`config.mk`:
```
export PLATFORM = sky130hd
export DESIGN_NAME = lzc_norm_pipe
export DESIGN_NICKNAME = d
export VERILOG_FILES = /design/src/rtl/lzc_norm_pipe.sv
export SDC_FILE = /design/constraint.sdc
export NUM_CORES = 1
export LEC_CHECK = 0
export ABC_AREA = 1
export ABC_CLOCK_PERIOD_IN_PS = 4800
export BUFFER_PORTS_ARGS = -buffer_cell sky130_fd_sc_hd__buf_2
export CAP_MARGIN = 20
export CORE_ASPECT_RATIO = 1.1
export CORE_MARGIN = 2
export CORE_UTILIZATION = 60
export DETAILED_ROUTE_END_ITERATION = 6
export GPL_TIMING_DRIVEN = 0
export PLACE_DENSITY = 0.85
export RECOVER_POWER = 25
export SYNTH_ARGS = -nofsm -noshare
export SYNTH_HDL_FRONTEND = slang
export SYNTH_SLANG_ARGS = --single-unit
```
`constraint.sdc`:
```
create_clock -name clk -period 4.8 [get_ports clk]
set_clock_uncertainty 0.15 [all_clocks]
set_input_delay 0 -clock clk [delete_from_list [all_inputs] [get_ports clk]]
set_output_delay 0 -clock clk [all_outputs]
set_load 0.1 [all_outputs]
```
`src/rtl/lzc_norm_pipe.sv`:
```
// lzc_norm_pipe: two-stage leading-zero / redundant-sign-bit counter with left normalisation.
// Valid/ready handshake on both sides; S1 holds operand and count, S2 the normalised result.
module lzc_norm_pipe #(
    parameter int WIDTH = 16,
    localparam int CW = $clog2(WIDTH) + 1
) (
    input  logic             clk,
    input  logic             reset_n,
    input  logic             i_valid,
    output logic             o_ready,
    input  logic [WIDTH-1:0] i_data,
    input  logic             i_mode,
    output logic             o_valid,
    input  logic             i_ready,
    output logic [CW-1:0]    o_cnt,
    output logic [WIDTH-1:0] o_norm,
    output logic             o_zero
);

    logic             s2_ready;
    logic             vld_p1;
    logic [WIDTH-1:0] data_p1;
    logic [CW-1:0]    cnt_p1;
    logic             vld_p2;
    logic [CW-1:0]    cnt_p2;
    logic [WIDTH-1:0] norm_p2;
    logic             zero_p2;

    // Sign mode turns the bits below the MSB into "differs from sign" flags and appends a
    // stop bit, so one priority scan serves both modes and caps the sign count at WIDTH-1.
    function automatic logic [CW-1:0] lead_count(input logic [WIDTH-1:0] d, input logic mode);
        logic [WIDTH-1:0] v;
        logic [CW-1:0]    c;
        v = mode ? {d[WIDTH-2:0] ^ {(WIDTH-1){d[WIDTH-1]}}, 1'b1} : d;
        c = CW'(WIDTH);
        for (int i = 0; i < WIDTH; i++) begin
            if (v[i]) c = CW'(WIDTH - 1 - i);
        end
        return c;
    endfunction

    assign s2_ready = !vld_p2 || i_ready;
    assign o_ready  = !vld_p1 || s2_ready;

    // Stage 1: operand and count
    always_ff @(posedge clk or negedge reset_n) begin
        if (!reset_n) begin
            vld_p1 <= 1'b0;
        end else if (o_ready) begin
            vld_p1 <= i_valid;
        end
    end

    always_ff @(posedge clk) begin
        if (i_valid && o_ready) begin
            data_p1 <= i_data;
            cnt_p1  <= lead_count(i_data, i_mode);
        end
    end

    // Stage 2: normalised result, count and zero flag
    always_ff @(posedge clk or negedge reset_n) begin
        if (!reset_n) begin
            vld_p2  <= 1'b0;
            cnt_p2  <= '0;
            norm_p2 <= '0;
            zero_p2 <= 1'b0;
        end else if (s2_ready) begin
            vld_p2 <= vld_p1;
            if (vld_p1) begin
                cnt_p2  <= cnt_p1;
                norm_p2 <= data_p1 << cnt_p1;
                zero_p2 <= (data_p1 == '0);
            end
        end
    end

    assign o_valid = vld_p2;
    assign o_cnt   = cnt_p2;
    assign o_norm  = norm_p2;
    assign o_zero  = zero_p2;

endmodule
```
Word level (Yosys, flattened, before mapping)
Index checks and enable logic that the tools add are counted.
{"block": "word_totals", "n_memories": 0, "register_bits": 45, "word_cells": 40, "ram_bits": 0, "latchBits": 0, "rom_bits": 0, "out_inout_bits": 24}
{"block": "op_classes", "n_eq_ne": 0, "n_reduce_logical": 11, "bitwise": 1, "n_shift": 1, "mul": 0, "n_mux": 16, "n_addsub": 0, "n_lt_le_gt_ge": 0, "div": 0}
{"cell": "4-bit 2-to-1 mux", "n": 7}
{"cell": "16-bit zero test", "n": 1}
{"cell": "16-bit 2-to-1 mux", "n": 1}
{"cell": "16-bit by 5-bit left shift with 16-bit output", "n": 1}
{"cell": "15-bit OR reduction", "n": 1}
{"cell": "15-bit XOR", "n": 1}
{"cell": "3-bit 2-to-1 mux", "n": 4}
{"cell": "8-bit OR reduction", "n": 1}
{"cell": "5-bit 2-to-1 mux", "n": 1}
{"cell": "2-bit 2-to-1 mux", "n": 2}
{"cell": "4-bit OR reduction", "n": 1}
{"cell": "1-bit zero test", "n": 2}
{"cell": "1-bit logical OR", "n": 2}
{"cell": "2-bit AND reduction", "n": 1}
{"cell": "2-bit OR reduction", "n": 1}
{"cell": "1-bit logical AND", "n": 1}
{"cell": "1-bit 2-to-1 mux", "n": 1}

Longest topological paths before layout
{"block": "logic_depth", "ltp_word": 17, "depth_mapped": 19}

Least setup slack after synthesis
No wires, ideal clock.
{"block": "synth_path", "path_type": "register to register", "startpoint": "register vld_p2, in the netlist o_valid", "endpoint": "register cnt_p1[0], enable pin", "path_buffers": 0, "path_stages_with_launch": 4, "path_slack_ps": 1758, "setup_time_ps": 343, "synth_period_minus_slack_ps": 3042, "arrival_time_ps": 2549, "required_time_ps": 4307, "cell_sequence": "dfrtp_1 -> nand3_1 -> nand2_1 -> inv_1"}
{"block": "synth_between", "elab_chain_cells": 4}
{"item": "from (decl)", "line_no": "24", "rtl": "logic vld_p2;"}
{"item": "from (signal assigned)", "line_no": "69", "rtl": "vld_p2 <= vld_p1;"}
{"item": "1-bit zero test", "line_no": "42", "rtl": "assign s2_ready = !vld_p2 || i_ready;"}
{"item": "1-bit logical OR", "line_no": "42"}
{"item": "1-bit logical OR", "line_no": "43", "rtl": "assign o_ready = !vld_p1 || s2_ready;"}
{"item": "via o_ready", "line_no": "10", "rtl": "output logic o_ready,"}
{"item": "1-bit logical AND", "line_no": "55", "rtl": "if (i_valid && o_ready) begin"}
{"item": "to (signal assigned)", "line_no": "57", "rtl": "cnt_p1 <= lead_count(i_data, i_mode);"}
{"item": "to (decl)", "line_no": "23", "rtl": "logic [CW-1:0] cnt_p1;"}
The timed path passes the listed nets, and every way through them passes these cells.
A chain may end at the register's enable or synchronous reset.

Worst setup path after layout
{"block": "layout_path", "startpoint": "input i_ready", "endpoint": "register vld_p1"}
{"block": "layout_between", "elab_chain_cells": 2}
{"item": "from (decl)", "line_no": "14", "rtl": "input logic i_ready,"}
{"item": "1-bit logical OR", "line_no": "42"}
{"item": "1-bit logical OR", "line_no": "43"}
{"item": "to (signal assigned)", "line_no": "50", "rtl": "vld_p1 <= i_valid;"}
{"item": "to (decl)", "line_no": "21", "rtl": "logic vld_p1;"}
Every way passes these cells.

==> qor.yml <==
status: "finished, final reports clean"
io-pin-count: 45
cts_buffers: 5
synthCells: 325
drive_gt1_share_pct: 12.8
grt_pass1_vias: 2184
num-fill-cells: 338
yosysSeqAreaShare_pct: 47.4
finalWirelength_um: 5650
cp_max_fo: 3
final_nets: 417
clock-sinks: 45
crit_type: "input port to register"
clock-root-buffer: "clkbuf_8"
cp.required_ns: 4.83
syn_area_um2: 2600
p_leak_nw: 1.41
drt-initial-drc-count: 139
critPathLaunchType: "input port"
syn_area_per_cell_um2: 7.99
dieArea_um2: 4870
r2r_cells: 5
hp-class: "input port to register"
p_sw_mw: 0.649
post-cts-setup-buffers: 0
p_int_mw: 0.701
final_cell_mix: "113 x nand2_1, 42 x o21ai_0, 28 x buf_2, 24 x clkbuf_1, 24 x dfrtp_1"
place_area_um2: 2880
synthArstFlopShare_pct: 53.3
powerDensity_nw_per_um2: 427
grt_setup_unrepaired: "false"
tns_ns: 0
cp.arrival_ns: 2.04
fp.dieH_um: 73.0
ir_drop_v: 0.000218
finalCriticalPeriod_ns: 2.01
hpwlAfterDp_um: 4170
postRouteAntennaNets: 0
synth_fp_nets: 346
ys.flop_type: "dfrtp_1"
die_x_um: 66.7
drtPass1Iterations: 4
gp_congestion: 0.900
max_slew_margin_pct: 18.6
antenna_cells: 0
viasPerCell: 5.27
grt_use_total_pct: 25.2
route.detailed.drc: 0
area_delta_synth_final_pct: 21.8
cp-end-kind: "register"
finalMaxSlewViolations: 0
cts_resized: 0
yosys_warnings: 0
swShare_pct: 48.1
io_buffers: 43
start_util_pct: 61.5
cts_tree: "yes"
cts_hold_buffers: 21
core-area_um2: 4220
setup_viol: 0
power_frac_clock_pct: 17.4
fmax_mhz: 496
synth_seq_cells: 45
drv_cap: 0
post-route-period-util_pct: 42.0
grt_pass1_wl_um: 9290
grt_overflow: 0
vias: 2378
worst_pin_slew_ns: 1.22
p_seq_share_pct: 36.9
synth_cell_types: 33
clkTransAtPathRegs_ns: 0.07
clk_path_buf_depth: 2
h-tree-depth: 2
combinationalPowerShare_pct: 45.7
antenna_found_initial: 0
hold_viol: 0
rows: 25
hold_depth: 4
final_common_cell: "nand2_1"
post_drt_wl_per_cell_um: 12.5
stdcell_area_um2: 3160
grt_max_degree: 25
clk_latency_ns: 0.30
synth_edf_count: 21
## flip-flops by register name, summed over array words and instances (netlist names)
signal / flops
cnt_p1: 5
data_p1: 16
o_cnt: 5
o_norm: 16
o_valid: 1
o_zero: 1
vld_p1: 1
## power groups by stage
| stage | clock network [mW] | logic, mW | registers, mW |
|---|---|---|---|
| 5_1_grt | 0.253 | 0.653 | 0.506 |
| 3_5_place_dp | 0 | 0.600 | 0.507 |
| 6_report | 0.235 | 0.616 | 0.499 |
| 4_1_cts | 0.239 | 0.616 | 0.499 |
| 3_3_place_gp | 0 | 0.592 | 0.504 |
| 2_1_floorplan | 0 | 0.170 | 0.827 |
## path summary, 6_finish.rpt
check                           from    endpoint  slack (ns)
hold reg to reg            o_norm[2]   o_norm[2]        0.33
min in group asynchronous    reset_n   o_norm[3]        0.32
setup reg to reg             o_valid      vld_p1        2.79
setup / recovery             i_ready      vld_p1        2.79
hold / removal                i_mode   cnt_p1[4]        0.04
max in group asynchronous    reset_n  o_norm[12]        3.45
## final cells by class
cell class / instances / area [um^2] / area share (%)
clock inverters: 1 / 7.51 / 0.237
multi-input cells: 239 / 1160 / 36.7
repair buffers: 64 / 404 / 12.8
clock buffers: 7 / 86.3 / 2.73
flip-flops and latches: 45 / 1230 / 38.9
well taps: 54 / 67.6 / 2.14
inverters: 28 / 108 / 3.40
plain buffers: 13 / 97.6 / 3.09
## layer usage
layer | global-route usage, % | routed length, um
met1 | 28.0 | 2320
met2 | 46.0 | 2940
met3 | 5.09 | 239
met4 | 11.1 | 142
met5 | 0 | 0
## cells in the mapped netlist (2+ instances only)
cell / instances / area share (%)
edfxtp_1: 21 / 24
xor2_1: 3 / 1.0
buf_2: 2 / 0.39
nand4_1: 2 / 0.48
nand2_1: 113 / 16
o21ai_1: 10 / 1.9
buf_6: 4 / 1.7
a21oi_1: 8 / 1.5
nor4_1: 4 / 0.96
clkbuf_1: 6 / 0.87
o21ai_0: 42 / 8.1
mux2i_1: 2 / 0.77
nand2_2: 2 / 0.48
inv_2: 3 / 0.43
nor3_1: 2 / 0.39
nand3_1: 12 / 2.3
o211ai_1: 10 / 2.9
inv_1: 21 / 3.0
nor2_1: 12 / 1.7
dfrtp_1: 24 / 23
xnor2_1: 8 / 2.7
clkinv_1: 3 / 0.43
## metrics by stage
stage / instances / hold WS, ns / utilization (%) / power, mW / setup WS, ns
2_1_floorplan: 325 / -0.446 / - / 0.998 / 1.76
3_3_place_gp: 422 / -0.158 / 68.2 / 1.10 / 2.96
3_5_place_dp: 422 / -0.146 / 68.2 / 1.11 / 2.91
4_1_cts: 451 / 0.0301 / 75.4 / 1.35 / 2.80
5_1_grt: 451 / 0.0605 / 74.9 / 1.41 / 2.59
6_report: 451 / 0.0441 / 74.9 / 1.35 / 2.79
## critical path, cell delays in order
cell,delay [ns]
dlygate4sd3_1,0.53
buf_2,0.12
inv_1,0.06
nand3_1,0.11
nand2_1,0.09
dlygate4sd3_1,0.55
nand2_1,0.04
dlygate4sd3_1,0.54
## cell families after synthesis
group / synth area share (%)
buffers and inverters: 7.90
AO/OA/AOI/OAI: 16.6
AND/OR/NAND/NOR: 23.6
XOR/XNOR: 3.71
multiplexers: 0.771
flip-flops: 47.4
(Power assumes the default switching activity.)
